==> config.mk <==
export PLATFORM = sky130hd
export DESIGN_NAME = alu_seq_ctrl
export DESIGN_NICKNAME = d
export VERILOG_FILES = /design/src/rtl/alu_seq_ctrl.sv
export SDC_FILE = /design/constraint.sdc
export NUM_CORES = 1
export LEC_CHECK = 0
export CORE_MARGIN = 8
export CORE_UTILIZATION = 43
export CTS_CLUSTER_DIAMETER = 80
export DETAILED_ROUTE_END_ITERATION = 16
export GPL_ROUTABILITY_DRIVEN = 0
export GPL_TIMING_DRIVEN = 1
export MAX_ROUTING_LAYER = met4
export PLACE_DENSITY = 0.92
export SLEW_MARGIN = 40
export SYNTH_ARGS = -nofsm -noshare
export SYNTH_HDL_FRONTEND = slang
export SYNTH_SLANG_ARGS = --single-unit
==> constraint.sdc <==
create_clock -name clk -period 3.15 [get_ports clk]
set_input_delay 0.315 -clock clk [delete_from_list [all_inputs] [get_ports clk]]
set_output_delay 0.315 -clock clk [all_outputs]
set_load 0.005 [all_outputs]
==> src/rtl/alu_seq_ctrl.sv <==
// Multi-cycle control FSM for the 16-bit regfile/shifter/ALU datapath.
// Optional SEQ_BACK2BACK_EN: accept the next instruction in the done cycle.
module alu_seq_ctrl #(
  parameter int NREG = 8,
  localparam int RW = $clog2(NREG)
) (
  input  logic          clk,
  input  logic          rst_n,
  input  logic [15:0]   instr,
  input  logic          instr_valid,
  output logic          instr_ready,
  output logic [RW-1:0] readnum,
  output logic [RW-1:0] writenum,
  output logic          write,
  output logic          loada,
  output logic          loadb,
  output logic          loadc,
  output logic          loads,
  output logic          asel,
  output logic          bsel,
  output logic [1:0]    vsel,
  output logic [1:0]    ALU_op,
  output logic [1:0]    shift,
  output logic [15:0]   sximm8,
  output logic          done,
  output logic          illegal
);

`ifdef SEQ_BACK2BACK_EN
  localparam logic LP_B2B = 1'b1;
`else
  localparam logic LP_B2B = 1'b0;
`endif

  typedef enum logic [2:0] {
    S_WAIT, S_DECODE, S_GETA, S_GETB,
    S_EXEC, S_WRC, S_WIMM
  } state_t;

  state_t      r_state;
  state_t      w_next;
  state_t      w_fin;
  logic [15:0] r_instr;

  logic [2:0]    w_opc;
  logic [1:0]    w_op;
  logic [RW-1:0] w_rn;
  logic [RW-1:0] w_rd;
  logic [RW-1:0] w_rm;
  logic w_movi, w_movr, w_add, w_cmp, w_and, w_mvn;

  assign w_opc  = r_instr[15:13];
  assign w_op   = r_instr[12:11];
  assign w_rn   = r_instr[8 +: RW];
  assign w_rd   = r_instr[5 +: RW];
  assign w_rm   = r_instr[0 +: RW];
  assign w_movi = (w_opc == 3'b110) && (w_op == 2'b10);
  assign w_movr = (w_opc == 3'b110) && (w_op == 2'b00);
  assign w_add  = (w_opc == 3'b101) && (w_op == 2'b00);
  assign w_cmp  = (w_opc == 3'b101) && (w_op == 2'b01);
  assign w_and  = (w_opc == 3'b101) && (w_op == 2'b10);
  assign w_mvn  = (w_opc == 3'b101) && (w_op == 2'b11);

  assign shift  = r_instr[4:3];
  assign sximm8 = {{8{r_instr[7]}}, r_instr[7:0]};

  // Done cycles chain straight into DECODE when a transfer lands there.
  assign w_fin = (LP_B2B && instr_valid) ? S_DECODE : S_WAIT;

  always_ff @(posedge clk or negedge rst_n) begin
    if (!rst_n) begin
      r_state <= S_WAIT;
      r_instr <= '0;
    end else begin
      r_state <= w_next;
      if (instr_valid && instr_ready) r_instr <= instr;
    end
  end

  always_comb begin
    w_next      = r_state;
    instr_ready = 1'b0;
    readnum     = '0;
    writenum    = '0;
    write       = 1'b0;
    loada       = 1'b0;
    loadb       = 1'b0;
    loadc       = 1'b0;
    loads       = 1'b0;
    asel        = 1'b0;
    bsel        = 1'b0;
    vsel        = 2'b00;
    ALU_op      = 2'b00;
    done        = 1'b0;
    illegal     = 1'b0;
    case (r_state)
      S_WAIT: begin
        instr_ready = 1'b1;
        if (instr_valid) w_next = S_DECODE;
      end
      S_DECODE: begin
        unique case (1'b1)
          w_movi:                 w_next = S_WIMM;
          (w_movr | w_mvn):       w_next = S_GETB;
          (w_add | w_cmp | w_and): w_next = S_GETA;
          default: begin
            w_next  = S_WAIT;
            illegal = 1'b1;
          end
        endcase
      end
      S_GETA: begin
        readnum = w_rn;
        loada   = 1'b1;
        w_next  = S_GETB;
      end
      S_GETB: begin
        readnum = w_rm;
        loadb   = 1'b1;
        w_next  = S_EXEC;
      end
      S_EXEC: begin
        ALU_op = w_movr ? 2'b00 : w_op;
        asel   = w_movr;
        loads  = !w_movr;
        if (w_cmp) begin
          done        = 1'b1;
          instr_ready = LP_B2B;
          w_next      = w_fin;
        end else begin
          loadc  = 1'b1;
          w_next = S_WRC;
        end
      end
      S_WRC: begin
        writenum    = w_rd;
        write       = 1'b1;
        done        = 1'b1;
        instr_ready = LP_B2B;
        w_next      = w_fin;
      end
      S_WIMM: begin
        writenum    = w_rn;
        vsel        = 2'b10;
        write       = 1'b1;
        done        = 1'b1;
        instr_ready = LP_B2B;
        w_next      = w_fin;
      end
      default: w_next = S_WAIT;
    endcase
  end

endmodule

==> results.toml, run 1 <==
[status]
status = "completed"

[logic_synthesis]
synth_area_leaders = "dfrtp_1, buf_4, mux2_4"
synth_area_um2 = 1180
ys_seq_area_frac = 0.404
ys_seq_elements = 19
postSynthCellCount = 109
synth_area_leader_cell = "dfrtp_1"
avgSynthCellArea_um2 = 10.8
synth-main-ff-cell = "dfrtp_1"
async_flop_share = 1.00
synth.top_cell.area_share = 0.404
synth_cell_type_count = 32
ys.warnings.count = 0
synth_edf_count = 0

[worst_setup_path]
crit_family = "simple AND/OR/NAND/NOR gates"
path_cells = "nor2b_1 > and2_1 > a22o_1 > clkdlybuf4s50_1"
rr_worst_depth = 3
arrival_ns = 2.17
crit_type = "register to primary output"
cp_max_fo = 8
cp_num_buf_inv = 1
crit_path_end_kind = "primary output"
timing.rr.start = "r_state[2]"
cp-start-kind = "register"
critical_path_required_ns = 2.83
crit_slowest_cell = "dfrtp_1"
rrSetupSlack_ns = 1.53
r2r-end = "r_instr[3]"
cp-startpoint = "r_state[1]"
max_stage_delay_ns = 0.51

[detailed_routing]
highest_layer = "met4"
drcViolationCount = 0
wire_per_inst_um = 17.0
via_per_inst = 5.30
dr.pass1.iters = 4
routed-wl-met2_um = 1580
antenna_left = 0
via_count = 938
wl_met3_um = 194
m1WireLength_um = 1160
drtIter0Drc = 32
wl_um = 3000

[clock_network]
cts_max_path_buffers = 2
htreeDepth = 1
tritoncts = "done"
hold_buffers = 0
clock_sinks = 19
root_buffer = "clkbuf_4"
clkTransAtPathRegs_ns = 0.11
post_cts_resize_count = 0
postCtsSetupBuffers = 0
cts_inserted_buffers = 3
clock_latency_ns = 0.31

[floorplanning]
coreArea_um2 = 2690
ios = 57
die_y_um = 68.3
die_area_um2 = 4660
rows = 19
start_util = 0.438
die_w_um = 68.3

[global_route]
grt_pass1_vias = 918
grt_pass1_wl_um = 4510
grt_max_degree = 20
grt_usage = 0.133
grt_overflow_total = 0
antenna_found_initial = 0

[timing]
fin_worst_skew_ns = 0.00246
setup_ws_ns = 0.666
period_share = 0.788
grt_setup_unrepaired = "false"
maxSlewViolCount = 0
finalSetupViolCount = 0
min_period_ns = 2.48
hold_viol = 0
max_freq_mhz = 403
setup_tns_ns = 0

[power]
p_int_w = 0.000978
peakVddDrop_v = 0.000612
p_sw_w = 0.000548
clock_power_share = 0.085
p_per_area_nw_per_um2 = 955
pwr-share-comb = 0.573
power.total_w = 0.00153
seqPwrFrac = 0.342
leakage_nw = 0.645
swShare = 0.359

[finish]
multi_input_area_um2 = 493
regArea_um2 = 475
final_cells = 177
area.growth.synth_to_final_pct = 35.9
nFillCells = 222
fin_util = 0.595
diodes = 0
finalNetCount = 166
drive_gt1_frac = 0.164

[min_path]
min_path_type = "input port to async pin"

[place]
dp_hpwl_um = 2370
dp_cells = 172
io_buffers = 54
place_ws_ns = 1.05

[run]
drv_cap = 0
area by class of cell:
cell class | count | area share
Clock buffer | 4 | 0.0164
Sequential cell | 19 | 0.298
Tap cell | 31 | 0.0243
Multi-Input combinational cell | 63 | 0.309
Timing Repair Buffer | 55 | 0.341
Inverter | 5 | 0.0117
worst register-to-register path: stages (launching register included):
cell and delay, ns:
dfrtp_1 0.51, nor3_4 0.29, and2_4 0.34, mux2_2 0.38
placed cells by master (no fill, tap or decap), drive strengths merged, types with 3 or more instances in the layout:
cell type | netlist | layout
nor2b | 4 | 4
inv | 4 | 4
a22oi | 3 | 3
mux2 | 15 | 15
clkbuf | 0 | 4
a22o | 3 | 3
o21ai | 3 | 3
clkdlybuf4s50 | 0 | 53
nor2 | 9 | 9
nand3 | 3 | 3
dfrtp | 19 | 19
nor3 | 3 | 3
cell families (layout without fill, tap and decap cells):
kind of cell,count (synthesis),in the layout,share of synthesized area
AND/OR/NAND/NOR,28,28,0.136
AO/OA/AOI/OAI,18,18,0.107
buffers and inverters,28,64,0.180
multiplexers,15,15,0.169
other,1,2,0.00319
flip-flops,19,19,0.404
Yosys cell counts, types with 3 or more instances:
library cell  instances
o21ai_0               3
mux2_2                7
mux2_4                8
buf_4                20
dfrtp_1              19
nor2b_1               4
a22oi_1               3
inv_1                 4
nor2_1                9
nand3_1               3
a22o_1                3
layer usage:
metal | track usage | vias to the layer above
met1 | 0.137 | 458
met5 | - | -
met4 | 0.0844 | 0
met3 | 0.0213 | 5
li1 | - | 434
met2 | 0.229 | 41
per-stage QoR:
step                      cell area [µm²]  hold slack (ns)
final                                1600            0.478
after detailed placement             1570            0.533
after floorplan                      1180           0.0194
after global placement               1570            0.520
after global routing                 1600            0.494
after CTS                            1590            0.506
state kept, by name, indices dropped and copies added, names as in the netlist:
register and flops:
r_state 3, r_instr 16
power by group through the flow:
stage / logic, W / clock network [W] / registers, W
floorplan: 0.000649 / 0 / 0.000472
CTS: 0.000885 / 0.000133 / 0.000519
detailed placement: 0.000882 / 0 / 0.000522
global route: 0.000943 / 0.000143 / 0.000543
global placement: 0.000857 / 0 / 0.000506
finish: 0.000875 / 0.000129 / 0.000522
how the worst max path moves through the flow:
stage | endpoint | cells past startpoint
global route | readnum[2] | 4
global placement | readnum[1] | 4
CTS | readnum[1] | 4
detailed placement | readnum[1] | 4
finish | readnum[2] | 4
floorplan | r_instr[10] | 6
Power figures use the tool's default switching activity.
==> run 2, diff against run 1 <==
CORE_UTILIZATION = 40   (was 43)
PLACE_DENSITY = 0.87   (was 0.92)
clock period = 2.48 ns   (was 3.15 ns; I/O delays follow)
==> run 2 against run 1 <==
Effect of this change:
- core utilization is 1.9 points lower
- total power is 28% higher
- non-clock buffer count stayed put
- critical path depth stayed put
- register-to-register slack worse by 0.67 ns
- clock power is 24% higher
- wire length is 2.2% higher
- highest routed layer unchanged
- largest cell class unchanged
==> results.toml, run 2 (same netlist as run 1, synthesis figures left out) <==
[power]
seqPwrFrac = 0.343
swShare = 0.360
p_per_area_nw_per_um2 = 1220
p_sw_w = 0.000701
pwr-share-comb = 0.575
p_int_w = 0.00125
leakage_nw = 0.644
peakVddDrop_v = 0.000854
clock_power_share = 0.082

[worst_setup_path]
path_cells = "nor2b_2 > and2_1 > a22o_1 > clkdlybuf4s50_1"
r2r-end = "r_instr[1]"
crit_family = "simple AND/OR/NAND/NOR gates"
rr_worst_depth = 3
crit_end = "readnum[2]"
critical_path_required_ns = 2.23
cp_num_cells = 4
cp-start-kind = "register"
rrSetupSlack_ns = 0.86
crit_path_end_kind = "primary output"
cp-startpoint = "r_state[1]"
timing.rr.start = "r_state[2]"
max_stage_delay_ns = 0.53
crit_type = "register to primary output"
crit_slowest_cell = "dfrtp_1"
arrival_ns = 2.08
cp_num_buf_inv = 1
cp_max_fo = 8

[timing]
grt_setup_unrepaired = "false"
fin_worst_skew_ns = 0.0111
maxSlewViolCount = 0
finalSetupViolCount = 0
min_period_ns = 2.33
max_freq_mhz = 429
period_share = 0.940
hold_viol = 0
setup_tns_ns = 0

[clock_network]
htreeDepth = 1
clkTransAtPathRegs_ns = 0.11
cts_inserted_buffers = 3
root_buffer = "clkbuf_4"
cts_max_path_buffers = 2
postCtsSetupBuffers = 0
clock_latency_ns = 0.31
tritoncts = "done"
clock_sinks = 19

[finish]
drive_gt1_frac = 0.178
regArea_um2 = 477
regMostFlops = "r_instr"
nFillCells = 229
finalNetCount = 166
final_common_cell = "clkdlybuf4s50_1"
layout_common_cells = "clkdlybuf4s50_1, dfrtp_1, nor2_1"
top_regs = "r_instr (16), r_state (3)"
area.growth.synth_to_final_pct = 36.2
diodes = 0
largest_reg_flops = 16
multi_input_area_um2 = 495
final_cells = 177

[detailed_routing]
via_count = 947
drtIter0Drc = 28
drcViolationCount = 0
dr.pass1.iters = 4
via_per_inst = 5.35
antenna_left = 0
wl_um = 3070
wire_per_inst_um = 17.3

[min_path]
min_path_type = "input port to async pin"

[floorplanning]
coreArea_um2 = 2780
die_y_um = 70.2
die_w_um = 70.2
start_util = 0.423
ios = 57
rows = 19
die_area_um2 = 4930

[place]
dp_hpwl_um = 2450
io_buffers = 54
dp_cells = 172

[global_route]
antenna_found_initial = 0
grt_max_degree = 20
grt_pass1_wl_um = 4860
grt_usage = 0.125
grt_overflow_total = 0
grt_pass1_vias = 1002

[status]
status = "completed"

[run]
drv_cap = 0
==> run 2: cell count changes in the layout (fill, tap and decap cells not counted) <==
cell,change
dfrtp_1,-1
dfrtp_2,+1
nor2b_2,+1
nor2b_1,-1
==> run 2: worst min-delay path by stage <==
stage | end | start | cells after the start | slack, ns
final | r_instr[3] | rst_n | 2 | 0.40
after global routing | r_instr[1] | rst_n | 2 | 0.43
after CTS | r_instr[2] | rst_n | 2 | 0.41
after detailed placement | r_instr[4] | rst_n | 1 | 0.21
after global placement | r_instr[3] | r_instr[3] | 1 | 0.52
after floorplan | r_instr[0] | rst_n | 0 | -0.05
==> run 2: final cells by class <==
class | instances | share of cell area
inverters | 5 | 0.0117
well taps | 31 | 0.0242
flip-flops and latches | 19 | 0.298
repair buffers | 55 | 0.341
clock buffers | 4 | 0.0164
multi-input cells | 63 | 0.309
==> run 2: power by group through the flow <==
| stage | sequential (W) | clock [W] | combinational, W |
|---|---|---|---|
| detailed placement | 0.000665 | 0 | 0.00112 |
| global route | 0.000693 | 0.000179 | 0.00120 |
| finish | 0.000668 | 0.000160 | 0.00112 |
| CTS | 0.000661 | 0.000165 | 0.00113 |
| floorplan | 0.000599 | 0 | 0.000825 |
| global placement | 0.000646 | 0 | 0.00109 |
==> run 2: worst register-to-register path, cell delays in order, from the launching register on <==
cell and delay (ns):
dfrtp_2 0.50, nor3_4 0.28, and2_4 0.35, mux2_2 0.37
==> run 2: repair_timing <==
item,4_1_cts,5_1_grt
hold buffers,1,0
endpoints found under the hold margin,19,0
gates resized for setup,0,2
endpoints found under the setup margin,0,3
==> run 2: routing by layer <==
| metal | global-route usage | share of wire | vias to the layer above |
|---|---|---|---|
| met5 | - | 0 | - |
| met1 | 0.133 | 0.41 | 460 |
| met2 | 0.208 | 0.52 | 48 |
| met3 | 0.0410 | 0.063 | 4 |
| li1 | - | - | 435 |
| met4 | 0.0491 | 0.015 | 0 |
==> run 2: per-stage QoR <==
step | cell area (µm²) | worst slack [ns] | total power (W) | hold slack (ns) | utilization
detailed placement | 1560 | 0.429 | 0.00179 | 0.209 | 0.561
global placement | 1570 | 0.526 | 0.00174 | 0.515 | 0.563
CTS | 1600 | 0.0614 | 0.00196 | 0.407 | 0.574
floorplan | 1180 | 0.946 | 0.00142 | -0.0476 | -
global route | 1600 | 0.0154 | 0.00207 | 0.425 | 0.576
finish | 1600 | 0.148 | 0.00195 | 0.398 | 0.576
==> run 3, diff against run 2 <==
PLACE_DENSITY = 0.79   (was 0.87)
==> run 3 against run 2 <==
Effect of this change:
- combinational power about the same
- final cell count unchanged
- core utilization unchanged
- via count decreased by 4.6%
- sequential cell count unchanged
- wire length decreased by 6.4%
- global-route usage decreased by 0.90 points
- total power decreased by 1.4%
- non-clock buffer count unchanged
- die area unchanged
- critical endpoint is now readnum[1]
- largest cell class unchanged
==> results.toml, run 3 (same netlist as run 1, synthesis figures left out) <==
[power]
p_sw_w = 0.000679
swShare = 0.354
p_int_w = 0.00124
leakage_nw = 0.648
peakVddDrop_v = 0.000716
seqPwrFrac = 0.344
clock_power_share = 0.080
p_per_area_nw_per_um2 = 1200
pwr-share-comb = 0.576

[global_route]
met2_usage = 0.178
grt_pass1_wl_um = 4600
met1_usage = 0.141
busiest_layer = "met2"
grt_usage = 0.116
grt_pass1_vias = 947
met3_usage = 0.0325
grt_overflow_total = 0
antenna_found_initial = 0
grt_max_degree = 20

[min_path]
min_path_type = "input port to async pin"

[timing]
setup_tns_ns = 0
hold_viol = 0
max_freq_mhz = 430
hold_ws_ns = 0.400
min_period_ns = 2.33
period_share = 0.938
grt_setup_unrepaired = "false"
fin_worst_skew_ns = 0.00532
setup_ws_ns = 0.153
finalSetupViolCount = 0
maxSlewViolCount = 0

[floorplanning]
die_w_um = 70.2
start_util = 0.423
die_y_um = 70.2
ios = 57
die_area_um2 = 4930
rows = 19
coreArea_um2 = 2780

[finish]
drive_gt1_frac = 0.178
finalNetCount = 166
area.growth.synth_to_final_pct = 36.2
nFillCells = 244
layout_common_cells = "clkdlybuf4s50_1, dfrtp_1, nor2_1"
fin_util = 0.576
regMostFlops = "r_instr"
final_common_cell = "clkdlybuf4s50_1"
largest_reg_flops = 16
top_regs = "r_instr (16), r_state (3)"
diodes = 0

[worst_setup_path]
cp_max_fo = 8
crit_path_end_kind = "primary output"
critical_path_required_ns = 2.23
cp-start-kind = "register"
cp_num_buf_inv = 1
arrival_ns = 2.08
crit_slowest_cell = "dfrtp_1"
crit_type = "register to primary output"
max_stage_delay_ns = 0.53
crit_family = "simple AND/OR/NAND/NOR gates"
path_cells = "nor2b_2 > and2_1 > a22o_1 > clkdlybuf4s50_1"

[clock_network]
clock_latency_ns = 0.29
postCtsSetupBuffers = 0
clkTransAtPathRegs_ns = 0.11
root_buffer = "clkbuf_4"
cts_max_path_buffers = 2
clock_sinks = 19
htreeDepth = 1
cts_inserted_buffers = 3
tritoncts = "done"

[detailed_routing]
drcViolationCount = 0
via_per_inst = 5.10
wl_um = 2870
wire_per_inst_um = 16.2
dr.pass1.iters = 4
via_count = 903
drtIter0Drc = 17
antenna_left = 0

[status]
status = "completed"

[place]
place_ws_ns = 0.447
io_buffers = 54
dp_hpwl_um = 2320

[run]
drv_cap = 0
run 3: cell count changes in the layout (fill, tap and decap cells not counted):
cell	change
clkinv_2	+1
dfrtp_1	+1
clkbuf_1	-1
dfrtp_2	-1
run 3: final cells by class:
class,count,area [µm²],area share
well taps,31,38.8,0.0242
clock inverters,1,5.00,0.00312
clock buffers,3,22.5,0.0141
repair buffers,55,546,0.341
inverters,5,18.8,0.0117
flip-flops and latches,19,475,0.297
multi-input cells,63,495,0.309
run 3: metal layers:
| metal | up-vias | wire length [µm] |
|---|---|---|
| met5 | - | 0 |
| met2 | 53 | 1290 |
| met3 | 4 | 184 |
| met1 | 414 | 1370 |
| li1 | 432 | - |
| met4 | 0 | 30 |
run 3: power by group through the flow:
stage | clock, W | sequential, W | combinational, W
3_5_place_dp | 0 | 0.000667 | 0.00111
5_1_grt | 0.000174 | 0.000691 | 0.00119
3_3_place_gp | 0 | 0.000653 | 0.00110
2_1_floorplan | 0 | 0.000599 | 0.000825
4_1_cts | 0.000161 | 0.000661 | 0.00112
6_report | 0.000153 | 0.000661 | 0.00111
run 3: timing repair:
action / 4_1_cts / 5_1_grt
endpoints found under the setup margin: 0 / 3
hold buffers: 0 / 1
endpoints found under the hold margin: 0 / 19
resized for setup: 0 / 1
run 3: worst paths after layout:
kind | start | endpoint | slack, ns | cells past startpoint
max in group asynchronous | rst_n | r_instr[15] | 1.79 | 2
min in group clk | instr[12] | r_instr[12] | 0.54 | 3
worst min-delay path | rst_n | r_state[0] | 0.40 | 2
worst max register to register | r_state[2] | r_instr[2] | 0.86 | 3
worst max-delay path | r_state[1] | readnum[1] | 0.15 | 4
worst min register to register | r_instr[4] | r_instr[4] | 0.56 | 1
run 3: metrics by stage:
| stage | instance area [µm²] | power, W | std cells |
|---|---|---|---|
| after detailed placement | 1570 | 0.00178 | 172 |
| after global routing | 1600 | 0.00206 | 177 |
| after global placement | 1570 | 0.00175 | 172 |
| after CTS | 1590 | 0.00194 | 176 |
| final | 1600 | 0.00192 | 177 |
| after floorplan | 1180 | 0.00142 | 110 |
run 3: worst reg2reg max path, stage by stage (launching register included):
cell     delay, ns
dfrtp_1       0.50
nor3_4        0.30
and2_4        0.35
mux2_2        0.37
